<file path="config.mk">
export PLATFORM = sky130hd
export DESIGN_NAME = fetch_sequencer
export DESIGN_NICKNAME = d
export VERILOG_FILES = /design/src/rtl/fetch_pkg.sv /design/src/rtl/fetch_sequencer_ras.sv /design/src/rtl/fetch_sequencer.sv
export SDC_FILE = /design/constraint.sdc
export NUM_CORES = 1
export LEC_CHECK = 0
export CAP_MARGIN = 20
export CORE_MARGIN = 2
export CORE_UTILIZATION = 25
export CTS_CLUSTER_DIAMETER = 100
export DETAILED_ROUTE_END_ITERATION = 10
export HOLD_SLACK_MARGIN = 0.12
export SYNTH_ARGS = -nofsm -noshare
export SYNTH_HDL_FRONTEND = slang
export SYNTH_SLANG_ARGS = --single-unit
</file>
<file path="constraint.sdc">
create_clock -name clk -period 4 [get_ports clk]
set_clock_uncertainty 0.2 [all_clocks]
set_input_delay 1 -clock clk [delete_from_list [all_inputs] [get_ports clk]]
set_output_delay 1 -clock clk [all_outputs]
set_load 0.05 [all_outputs]
</file>
<file path="src/rtl/fetch_pkg.sv">
// Shared definitions for the IF-stage fetch sequencer: redirect select
// encodings, FSM state type, NOP encoding and default address width.
package fetch_pkg;

    localparam int ADDR_W_DEF = 16;

    // Redirect select values presented by decode on pc_src.
    localparam logic [1:0] PC_SRC_SEQ = 2'd0;
    localparam logic [1:0] PC_SRC_J   = 2'd1;
    localparam logic [1:0] PC_SRC_I   = 2'd2;
    localparam logic [1:0] PC_SRC_RET = 2'd3;

    // Instruction substituted into IF when kill is asserted (addi x0,x0,0).
    localparam logic [31:0] NOP_INSN = 32'h0000_0013;

    typedef enum logic [1:0] {
        ST_RUN   = 2'd0,
        ST_STALL = 2'd1,
        ST_KILL  = 2'd2
    } fetch_state_t;

    // 16-bit increment that sticks at all-ones instead of wrapping.
    function automatic logic [15:0] sat_inc16(input logic [15:0] v);
        sat_inc16 = (v == 16'hFFFF) ? v : v + 16'd1;
    endfunction

endpackage

</file>
<file path="src/rtl/fetch_sequencer_ras.sv">
// Circular return-address stack. Push when full overwrites the oldest
// entry; pop when empty is ignored. Overflow/underflow are single-cycle
// pulses, the owner decides whether to make them sticky.
module return_addr_stack #(
    parameter int ADDR_W = 16,
    parameter int DEPTH  = 4
) (
    input  logic              clk,
    input  logic              reset,
    input  logic              push_i,
    input  logic              pop_i,
    input  logic [ADDR_W-1:0] push_data_i,
    output logic [ADDR_W-1:0] top_o,
    output logic              empty_o,
    output logic              full_o,
    output logic              overflow_o,
    output logic              underflow_o
);

    localparam int PTR_W = $clog2(DEPTH);
    localparam int CNT_W = PTR_W + 1;
    localparam logic [CNT_W-1:0] FULL_CNT = CNT_W'(DEPTH);

    logic [ADDR_W-1:0] mem_q [DEPTH];
    logic [PTR_W-1:0]  ptr_q, ptr_d;
    logic [CNT_W-1:0]  cnt_q, cnt_d;

    assign empty_o     = (cnt_q == '0);
    assign full_o      = (cnt_q == FULL_CNT);
    assign top_o       = mem_q[ptr_q];
    assign overflow_o  = push_i & full_o;
    assign underflow_o = pop_i & empty_o;

    // Next top pointer and occupancy; push wins if both are ever raised.
    always_comb begin
        ptr_d = ptr_q;
        cnt_d = cnt_q;
        if (push_i) begin
            ptr_d = ptr_q + 1'b1;
            if (!full_o) begin
                cnt_d = cnt_q + 1'b1;
            end
        end else if (pop_i && !empty_o) begin
            ptr_d = ptr_q - 1'b1;
            cnt_d = cnt_q - 1'b1;
        end
    end

    // Pointer and occupancy registers.
    always_ff @(posedge clk) begin
        if (reset) begin
            ptr_q <= '0;
            cnt_q <= '0;
        end else begin
            ptr_q <= ptr_d;
            cnt_q <= cnt_d;
        end
    end

    // Entry storage; contents are don't-care while unoccupied, so no reset.
    always_ff @(posedge clk) begin
        if (push_i) begin
            mem_q[ptr_d] <= push_data_i;
        end
    end

endmodule

</file>
<file path="src/rtl/fetch_sequencer.sv">
// IF-stage program counter sequencer: sequential step, stall hold,
// J/I/return redirects with a one-cycle squash of the wrong-path fetch,
// and a return-address stack for calls/returns.
//
// Timing contract: a redirect presented in cycle N is accepted at the
// rising edge ending N; in N+1 pc holds the target and kill is high.
// Decode keeps pc_src, targets and call stable while stall_req is high;
// nothing is latched during a stall.
module fetch_sequencer
    import fetch_pkg::*;
#(
    parameter int                ADDR_W    = ADDR_W_DEF,
    parameter int                RAS_DEPTH = 4,
    parameter logic [ADDR_W-1:0] RESET_PC  = '0
) (
    input  logic              clk,
    input  logic              reset,
    input  logic              stall_req,
    input  logic [1:0]        pc_src,
    input  logic              call,
    input  logic [ADDR_W-1:0] j_target,
    input  logic [ADDR_W-1:0] i_target,
    input  logic [ADDR_W-1:0] ret_addr_in,
    output logic [ADDR_W-1:0] pc,
    output logic [ADDR_W-1:0] npc,
    output logic              kill,
    output logic              ras_overflow,
    output logic              ras_underflow,
    output logic [15:0]       redirect_cnt,
    output logic [1:0]        dbg_state,
    output logic              dbg_ras_empty,
    output logic              dbg_ras_full
);

    fetch_state_t      state_q, state_d;
    logic [ADDR_W-1:0] pc_q, pc_d;
    logic [ADDR_W-1:0] npc_q, npc_d;
    logic              kill_q, kill_d;
    logic              ovf_q, ovf_d;
    logic              unf_q, unf_d;
    logic [15:0]       cnt_q, cnt_d;

    logic              ras_push, ras_pop;
    logic [ADDR_W-1:0] ras_top;
    logic              ras_empty, ras_full;
    logic              ras_ovf_pulse, ras_unf_pulse;

    return_addr_stack #(
        .ADDR_W (ADDR_W),
        .DEPTH  (RAS_DEPTH)
    ) u_ras (
        .clk         (clk),
        .reset       (reset),
        .push_i      (ras_push),
        .pop_i       (ras_pop),
        .push_data_i (npc_q),
        .top_o       (ras_top),
        .empty_o     (ras_empty),
        .full_o      (ras_full),
        .overflow_o  (ras_ovf_pulse),
        .underflow_o (ras_unf_pulse)
    );

    // Next-state / next-pc selection; stall beats everything, the KILL
    // cycle ignores decode because the ID instruction is wrong-path.
    always_comb begin
        state_d  = state_q;
        pc_d     = pc_q;
        kill_d   = kill_q;
        cnt_d    = cnt_q;
        ras_push = 1'b0;
        ras_pop  = 1'b0;

        if (stall_req) begin
            state_d = (state_q == ST_KILL) ? ST_KILL : ST_STALL;
            kill_d  = (state_q == ST_KILL);
        end else if (state_q == ST_KILL) begin
            pc_d    = pc_q + 1'b1;
            state_d = ST_RUN;
            kill_d  = 1'b0;
        end else if (pc_src == PC_SRC_SEQ) begin
            pc_d    = pc_q + 1'b1;
            state_d = ST_RUN;
            kill_d  = 1'b0;
        end else begin
            state_d = ST_KILL;
            kill_d  = 1'b1;
            cnt_d   = sat_inc16(cnt_q);
            case (pc_src)
                PC_SRC_J: begin
                    pc_d     = j_target;
                    ras_push = call;
                end
                PC_SRC_I: begin
                    pc_d = i_target;
                end
                default: begin
                    ras_pop = 1'b1;
                    pc_d    = ras_empty ? ret_addr_in : ras_top;
                end
            endcase
        end
    end

    assign npc_d = pc_d + 1'b1;
    assign ovf_d = ovf_q | ras_ovf_pulse;
    assign unf_d = unf_q | ras_unf_pulse;

    // FSM and all registered outputs; synchronous reset has top priority.
    always_ff @(posedge clk) begin
        if (reset) begin
            state_q <= ST_RUN;
            pc_q    <= RESET_PC;
            npc_q   <= RESET_PC + 1'b1;
            kill_q  <= 1'b0;
            ovf_q   <= 1'b0;
            unf_q   <= 1'b0;
            cnt_q   <= '0;
        end else begin
            state_q <= state_d;
            pc_q    <= pc_d;
            npc_q   <= npc_d;
            kill_q  <= kill_d;
            ovf_q   <= ovf_d;
            unf_q   <= unf_d;
            cnt_q   <= cnt_d;
        end
    end

    assign pc            = pc_q;
    assign npc           = npc_q;
    assign kill          = kill_q;
    assign ras_overflow  = ovf_q;
    assign ras_underflow = unf_q;
    assign redirect_cnt  = cnt_q;
    assign dbg_state     = state_q;
    assign dbg_ras_empty = ras_empty;
    assign dbg_ras_full  = ras_full;

endmodule

</file>
==> results of run 1 <==
==> sequential cells by signal, summed over array words and instances (netlist names) <==
register	cells
ras_underflow	1
u_ras.ptr_q	2
npc	16
redirect_cnt	16
pc	16
dbg_state	1
kill	1
ras_overflow	1
u_ras.mem_q	64
u_ras.cnt_q	3
==> stage by stage <==
step / power, uW / area (um2) / utilization (%) / setup TNS, ps
2_1_floorplan: 1760 / 5570 / - / 0
3_3_place_gp: 2060 / 7460 / 34.2 / -710
3_5_place_dp: 2060 / 7460 / 34.2 / -792
4_1_cts: 3590 / 8050 / 36.9 / 0
5_1_grt: 3690 / 8070 / 37.0 / -22.1
6_report: 3560 / 8070 / 37.0 / 0
==> worst min-delay path: cells and delay by family, from the launching register on <==
kind / cells / cell delay (ps)
simple gates: 1 / 70
compound gates: 1 / 50
flops: 1 / 350
==> cell type report <==
class / instances / area, um2
well taps: 280 / 350
clock inverters: 15 / 169
flip-flops and latches: 121 / 3060
inverters: 8 / 31.3
fillers: 2175 / 13800
clock buffers: 17 / 425
multi-input cells: 330 / 2360
repair buffers: 186 / 1670
==> synth_stat cells (2+ instances only) <==
cell      count
a211o_1       2
a211oi_1      6
a21o_1        3
a21oi_1      18
a221oi_1     17
a22o_1        2
a22oi_1       4
and2_1        6
and3_1        7
and4_1        2
buf_1         2
buf_2         6
buf_6         2
clkbuf_1     19
dfxtp_1      57
edfxtp_1     64
ha_1          7
inv_1         7
mux2_2        3
mux2i_1       7
mux4_1        3
mux4_2       13
nand2_1      38
nand2b_1      2
nand3_1      16
nand4_1      10
nand4b_1      2
nor2_1       70
nor2b_1       6
nor3_1       11
nor3b_1       2
nor4_1        2
o21ai_0       9
o311ai_0      2
o41ai_1       2
or3_1         4
or4_1         2
xnor2_1      14
xor2_1       16
==> logic make-up after synthesis <==
| kind of cell | count (synthesis) |
|---|---|
| mux | 27 |
| flops | 121 |
| xor+xnor | 30 |
| simple gates | 188 |
| compound gates | 77 |
| buf+inv | 38 |
| fa+ha+maj | 8 |
==> path summary, 6_finish.rpt <==
path / start / endpoint / slack, ps / depth (start not counted)
setup reg to reg: u_ras.ptr_q[0] / npc[13] / 520 / 9
hold reg to reg: ras_overflow / ras_overflow / 300 / 2
setup / recovery: pc_src[0] / npc[15] / 90 / 12
hold / removal: ras_overflow / ras_overflow / 300 / 2
==> what timing repair did <==
action,4_1_cts,5_1_grt
setup endpoints to repair,0,1
gates resized for setup,0,3
hold buffers,0,0
setup buffers,0,1
hold endpoints to repair,0,0
==> power by group through the flow <==
stage	Clock, uW	Combinational (uW)	Sequential, uW
after floorplan	0	225	1530
after detailed placement	0	626	1440
after global placement	0	627	1440
final	1520	631	1410
after global routing	1600	669	1420
after CTS	1550	630	1410
==> routing by layer <==
metal | vias to the layer above | GRT usage (%) | wire length [um]
met5 | - | 0 | 0
met4 | 0 | 3.04 | 124
met3 | 12 | 4.68 | 1360
met2 | 189 | 21.3 | 7360
met1 | 2193 | 20.8 | 8170
li1 | 2177 | - | -
==> layout by cell type, fill, tap and decap left out, drive strengths merged, types with 4 or more instances in the layout <==
cell           synthesis  final
ha                     7      7
and3                   8      8
nand3                 16     16
xnor2                 14     14
buf                   11     79
and2                   6      6
mux4                  16     16
nor3                  12     12
nor2b                  6      6
a22oi                  4      4
inv                    7     11
dfxtp                 57     57
clkinv                 1      8
or3                    4      4
nand2                 38     38
mux2                   4      4
o21ai                 11     11
clkdlybuf4s50          0    107
a21oi                 18     18
a211oi                 6      6
xor2                  16     16
clkbuf                19     17
nand4                 10     10
edfxtp                64     64
a221oi                17     17
nor2                  70     70
mux2i                  7      7
==> results.cfg, run 1 <==
[status]
status = finished, final reports clean

[synthesis]
synth_nets = 551
avgSynthCellArea_um2 = 11.4
synthTopCellsByArea = edfxtp_1, dfxtp_1, mux4_2, nor2_1, a221oi_1
synth_mux_area_share_pct = 8.80
synth-edff-count = 64
synthAdderAreaFrac_pct = 1.93
synth_top_area_share_pct = 34.5
synth_compound_area_share_pct = 9.94
synth_xor_area_share_pct = 4.71
syn-cell-area_um2 = 5570
synth_top_family_by_area = simple AND/OR/NAND/NOR gates
ys.flop_type = edfxtp_1
synthSimpleGateAreaFrac_pct = 16.6
synth.largest_area_cell = edfxtp_1
postSynthCellCount = 489
ys_seq_area_share_pct = 54.9
ys_seq_elements = 121
ys_async_sr_fraction_pct = 0
synth.distinct_cells = 63
yosys_warnings = 0

[critical_path]
slowest_delay_ps = 480
start_kind = input port
cp-end-kind = flop
crit_chain = clkdlybuf4s50_1, inv_1, ha_1, or3_4, buf_4, buf_4, a211o_1, o311a_1, nor4_2, nand2_1, or3b_4, mux2_4
path_delay_family = simple AND/OR/NAND/NOR gates
crit_fanout = 10
critPathKind = in2reg
cpMostUsedCell = buf_4
cp.arrival_ps = 4020
worst-path-buf-inv = 4
worst_path_max_delay_cell = clkdlybuf4s50_1
worstPathRequired_ps = 4110

[place]
dp_hpwl_um = 13000
pre_cts_slack_ps = -304
place_inst = 924
port_buffers = 108
gp_routability_congestion = 0.887

[detailed_routing]
via_count = 4571
wl_um = 17000
ant_nets = 0
routedWlPerCell_um = 17.8
drcViolationCount = 0
firstDrtPassIters = 7
drt_iter0_drc = 388
avgViaCountPerCell = 4.78

[sta]
hold_slack_ps = 299
hold_violations = 0
finalCritPeriodShare_pct = 97.8
drv_slew = 0
setup_viol = 0
relSlewSlack_pct = 46.3
worst_pin_slew_ps = 805
min_period_ps = 3910
final.setup.worst_slack_ps = 88.7
max_freq_ghz = 0.256

[pwr]
p_comb_share_pct = 17.7
p_switching_uw = 1000
intPower_uw = 2560
pwr-share-clk_pct = 42.7
pwr_density_cell_nw_per_um2 = 441
netSwitchingFraction_pct = 28.2
ir_drop_mv = 0.357
leakage_uw = 0.00290
seq_power_share_pct = 39.6

[cts]
cts_sinks = 121
cts-root-buf = clkbuf_16
htree_num_levels = 4
cts_buffers = 17
clock_path_buffers = 2
cts_tree = done
cts.clk_slew.worst_paths_ps = 60
clk_latency_ps = 420

[floorplan]
die_area_um2 = 23500
die_x_um = 153
num_rows = 54
initial_core_util_pct = 25.5
ioPinCount = 109
die-height_um = 153
core-area_um2 = 21800

[layout]
fin_cells = 957
fin_nets = 726
area_growth_pct = 44.8
diodes = 0
drive_gt1_share_pct = 20.7

[global_routing]
antenna_found_initial = 0
grt_max_degree = 42
globalRouteTotalUtil_pct = 14.5
grt.overflow.total = 0
grt_pass1_vias = 4423
grt_first_pass_wirelength_um = 25800

[hold_path]
min_path_type = reg2reg

[flow_run]
max-cap-violations = 0
Power figures use the tool's default switching activity.
==> run 2, diff against run 1 <==
CORE_ASPECT_RATIO = 1.4   (was default)
==> run 2 against run 1 <==
Effect of this change: count of clock-buffer cells in the layout increased by 1; fmax rose by 1.2%; final area decreased by 0.67%; clock power decreased by 7%; register-to-register slack gained 30 ps; wire length is 1.6% higher; non-clock buffer count fell by 8; cell count rose by 0.94%; global-route usage rose by 0.32 points; flip-flop and latch count unchanged; largest power group is now sequential cells; critical path depth shrank 1; power shrank 3.4%.
==> results.cfg, run 2 (synthesized netlist as in run 1, its figures left out) <==
[sta]
max_freq_ghz = 0.259
setup_viol = 0
grt_setup_unrepaired = no
hold_slack_ps = 276
min_period_ps = 3870
worst_pin_slew_ps = 736
relSlewSlack_pct = 50.9
finalCritPeriodShare_pct = 96.7
hold_violations = 0
drv_slew = 0

[place]
port_buffers = 108
postPlaceCellArea_um2 = 7480
gp_routability_congestion = 0.922
dp_hpwl_um = 13100

[layout]
regMostFlops = u_ras.mem_q
final_common_cell = clkdlybuf4s50_1
diodes = 0
drive_gt1_share_pct = 19.1
area_growth_pct = 43.9
fillCellCount = 2153
final_area_um2 = 8020
largest_reg_flops = 64
fin_nets = 718
layout_common_cells = clkdlybuf4s50_1, nor2_1, buf_4

[floorplan]
core-area_um2 = 21900
die-height_um = 181
num_rows = 64
die_x_um = 130
ioPinCount = 109
initial_core_util_pct = 25.5
die_area_um2 = 23500

[critical_path]
r2r_slack_ps = 550
crit_chain = clkdlybuf4s50_1, inv_1, ha_1, or3_1, buf_4, a211oi_1, a221oi_1, nor4_1, nand2_1, or3b_1, mux2_4
worst_path_max_delay_cell = clkdlybuf4s50_1
cp-end-kind = flop
cp.arrival_ps = 3970
crit_fanout = 8
critPathKind = in2reg
start_kind = input port
worstPathRequired_ps = 4110
slowest_delay_ps = 480

[cts]
clk_latency_ps = 410
hold_buffers = 0
cts_tree = done
cts_buffers = 17
cts.clk_slew.worst_paths_ps = 60
clock_path_buffers = 2
cts-root-buf = clkbuf_16
htree_num_levels = 4
cts_setup_buffers = 0
cts_resized = 0
cts_sinks = 121

[pwr]
p_comb_share_pct = 18.1
ir_drop_mv = 0.307
seq_power_share_pct = 41.0
intPower_uw = 2430
p_switching_uw = 1010
leakage_uw = 0.00285
pwr_density_cell_nw_per_um2 = 429
netSwitchingFraction_pct = 29.5
pwr-share-clk_pct = 40.9

[global_routing]
grt.overflow.total = 0
grt_pass1_vias = 4586
grt_first_pass_wirelength_um = 26000
antenna_found_initial = 0
globalRouteTotalUtil_pct = 14.8
grt_max_degree = 38

[status]
status = finished, final reports clean

[flow_run]
max-cap-violations = 0

[detailed_routing]
via_count = 4615
firstDrtPassIters = 7
drcViolationCount = 0
wl_um = 17300
avgViaCountPerCell = 4.78
drt_iter0_drc = 337
ant_nets = 0
routedWlPerCell_um = 17.9

[hold_path]
min_path_type = reg2reg
[run 2: metal layers]
metal	GRT usage [%]	part of all wire (%)	vias to the layer above
met5	0	0	-
met4	6.11	3.0	0
met3	3.27	6.4	29
met2	24.5	48	202
met1	18.4	42	2223
li1	-	-	2161
[run 2: cell type report]
type,instances,area [um2],share of cell area [%]
sequential,121,3060,38.2
multi-input combinational,330,2350,29.3
timing repair buffer,178,1660,20.8
clock buffer,18,429,5.35
tap,297,372,4.63
clock inverter,14,114,1.42
inverter,8,31.3,0.390
[run 2: stage by stage]
step                TNS [ps]  setup slack, ps  total power (uW)  utilization (%)  instances
floorplan                  0             49.5              1760                -        489
global placement        -326             -175              2060             34.2        934
detailed placement      -562             -267              2060             34.2        934
CTS                        0              154              3470             36.7        966
global route               0             19.1              3570             36.7        966
finish                     0              133              3440             36.7        966
[run 2: power by group through the flow]
stage	Combinational [uW]	Sequential, uW	Clock [uW]
3_3_place_gp	624	1440	0
6_report	624	1410	1410
4_1_cts	625	1410	1440
5_1_grt	659	1420	1490
2_1_floorplan	225	1530	0
3_5_place_dp	622	1440	0
[run 2: path summary, 6_finish.rpt]
| kind | startpoint | to | depth (start not counted) |
|---|---|---|---|
| setup reg to reg | pc[0] | npc[15] | 9 |
| hold reg to reg | ras_underflow | ras_underflow | 2 |
| hold / removal | ras_underflow | ras_underflow | 2 |
| setup / recovery | pc_src[0] | npc[15] | 11 |
[run 2: critical path, delay by kind of cell]
family	cells	cell delay, ps
AOI/OAI and AO/OA	2	340
muxes	1	300
and+or+nand+nor	4	1360
buffers and inverters	3	740
adders and majority gates	1	220
==> run 3, diff against run 2 <==
TNS_END_PERCENT = 100   (was default)
clock period = 4.5 ns   (was 4 ns; I/O delays follow)
==> run 3 against run 2 <==
Effect of this change: count of clock-buffer cells in the layout fell by 1; highest routed layer unchanged; via count fell by 2.5%; register-to-register slack improved by 410 ps; die area did not move; critical path depth did not move; wire length fell by 0.12%; critical path type unchanged; largest cell class unchanged; final area fell by 3.0%; global-route usage fell by 0.15 points; first-iteration DRC count rose by 10%; cell count fell by 3.3%; worst setup slack improved by 270 ps; sequential power fell by 11%.
==> results.cfg, run 3 (synthesized netlist as in run 1, its figures left out) <==
[status]
status = finished, final reports clean

[detailed_routing]
avgViaCountPerCell = 4.82
via_count = 4498
routedWlPerCell_um = 18.5
wl_um = 17300
drcViolationCount = 0
ant_nets = 0
firstDrtPassIters = 6
drt_iter0_drc = 372

[floorplan]
die_area_um2 = 23500
die_x_um = 130
initial_core_util_pct = 25.5
ioPinCount = 109
core-area_um2 = 21900
num_rows = 64
die-height_um = 181

[cts]
cts-root-buf = clkbuf_16
clk_latency_ps = 420
cts.clk_slew.worst_paths_ps = 60
cts_setup_buffers = 0
cts_sinks = 121
cts_resized = 0
clock_path_buffers = 2
cts_tree = done
hold_buffers = 0
htree_num_levels = 4
cts_buffers = 17

[sta]
fin_setup_tns_ps = 0
finalCritPeriodShare_pct = 91.0
drv_slew = 0
min_period_ps = 4090
grt_setup_unrepaired = no
worst_pin_slew_ps = 1040
setup_viol = 0
max_freq_ghz = 0.244
hold_violations = 0
relSlewSlack_pct = 30.7

[layout]
fin_cells = 934
fin_nets = 686
regMostFlops = u_ras.mem_q
layout_common_cells = clkdlybuf4s50_1, nor2_1, edfxtp_1
area_growth_pct = 39.6
diodes = 0
largest_reg_flops = 64
final_common_cell = clkdlybuf4s50_1
drive_gt1_share_pct = 15.2

[hold_path]
holdPathStages = 2
min_path_type = reg2reg

[critical_path]
crit_fanout = 12
cp-end-kind = flop
path_delay_family = simple AND/OR/NAND/NOR gates
cp.depth = 11
worst_path_max_delay_cell = or3_1
cp.arrival_ps = 4200
worst-path-buf-inv = 3
critPathKind = in2reg
crit_chain = clkdlybuf4s50_1, inv_1, ha_1, or3_1, buf_4, a211o_1, o311a_1, nor4_1, nand2_1, or3b_1, mux2_4
r2r_cells = 9
start_kind = input port
slowest_delay_ps = 580
worstPathRequired_ps = 4610

[place]
gp_routability_congestion = 0.928
port_buffers = 108
place_inst = 902
dp_hpwl_um = 12700

[flow_run]
max-cap-violations = 0

[global_routing]
grt.overflow.total = 0
globalRouteTotalUtil_pct = 14.6
grt_first_pass_wirelength_um = 25600
grt_pass1_vias = 4400
antenna_found_initial = 0
grt_max_degree = 57

[pwr]
ir_drop_mv = 0.271
pwr_density_cell_nw_per_um2 = 399
power_uw = 3100
leakage_uw = 0.00271
[run 3: changes by cell type in the layout (fill, tap and decap cells not counted), sizes merged]
| cell | change |
|---|---|
| inv | +3 |
| buf | -32 |
| clkbuf | -1 |
| clkinv | -2 |
[run 3: path summary, 6_finish.rpt]
path / start / end / slack (ps)
hold / removal: ras_underflow / ras_underflow / 290
hold reg to reg: ras_underflow / ras_underflow / 290
setup reg to reg: kill / npc[15] / 960
setup / recovery: pc_src[0] / npc[15] / 410
[run 3: power by group]
part	leakage [uW]	total, uW	internal (uW)	switching (uW)
sequential	0.00105	1250	1200	48.1
clock	0.000280	1320	739	584
combinational	0.00138	528	213	315
[run 3: through the flow]
stage	setup WS [ps]	hold WS (ps)	utilization [%]	cell area [um2]
global route	240	327	35.6	7780
finish	407	287	35.6	7780
global placement	48.4	251	32.9	7200
detailed placement	-8.10	262	32.9	7200
floorplan	425	286	-	5570
CTS	416	294	35.6	7780
[run 3: cell type report]
cell class	instances	area, um2
Fill cell	2150	14100
Inverter	8	31.3
Tap cell	297	372
Clock inverter	15	156
Sequential cell	121	3060
Clock buffer	17	425
Multi-Input combinational cell	330	2350
Timing Repair Buffer	146	1390
[run 3: per-layer routing]
metal	GRT usage, %	wire [um]	vias up
met2	24.2	8430	189
li1	-	-	2106
met1	18.2	7220	2173
met5	0	0	-
met4	5.42	382	0
met3	3.74	1230	30
[run 3: tightest hold or removal path, delay by kind of cell (launching register included)]
kind / cells / cell delay, ps
flops: 1 / 330
simple gates: 1 / 70
compound gates: 1 / 50
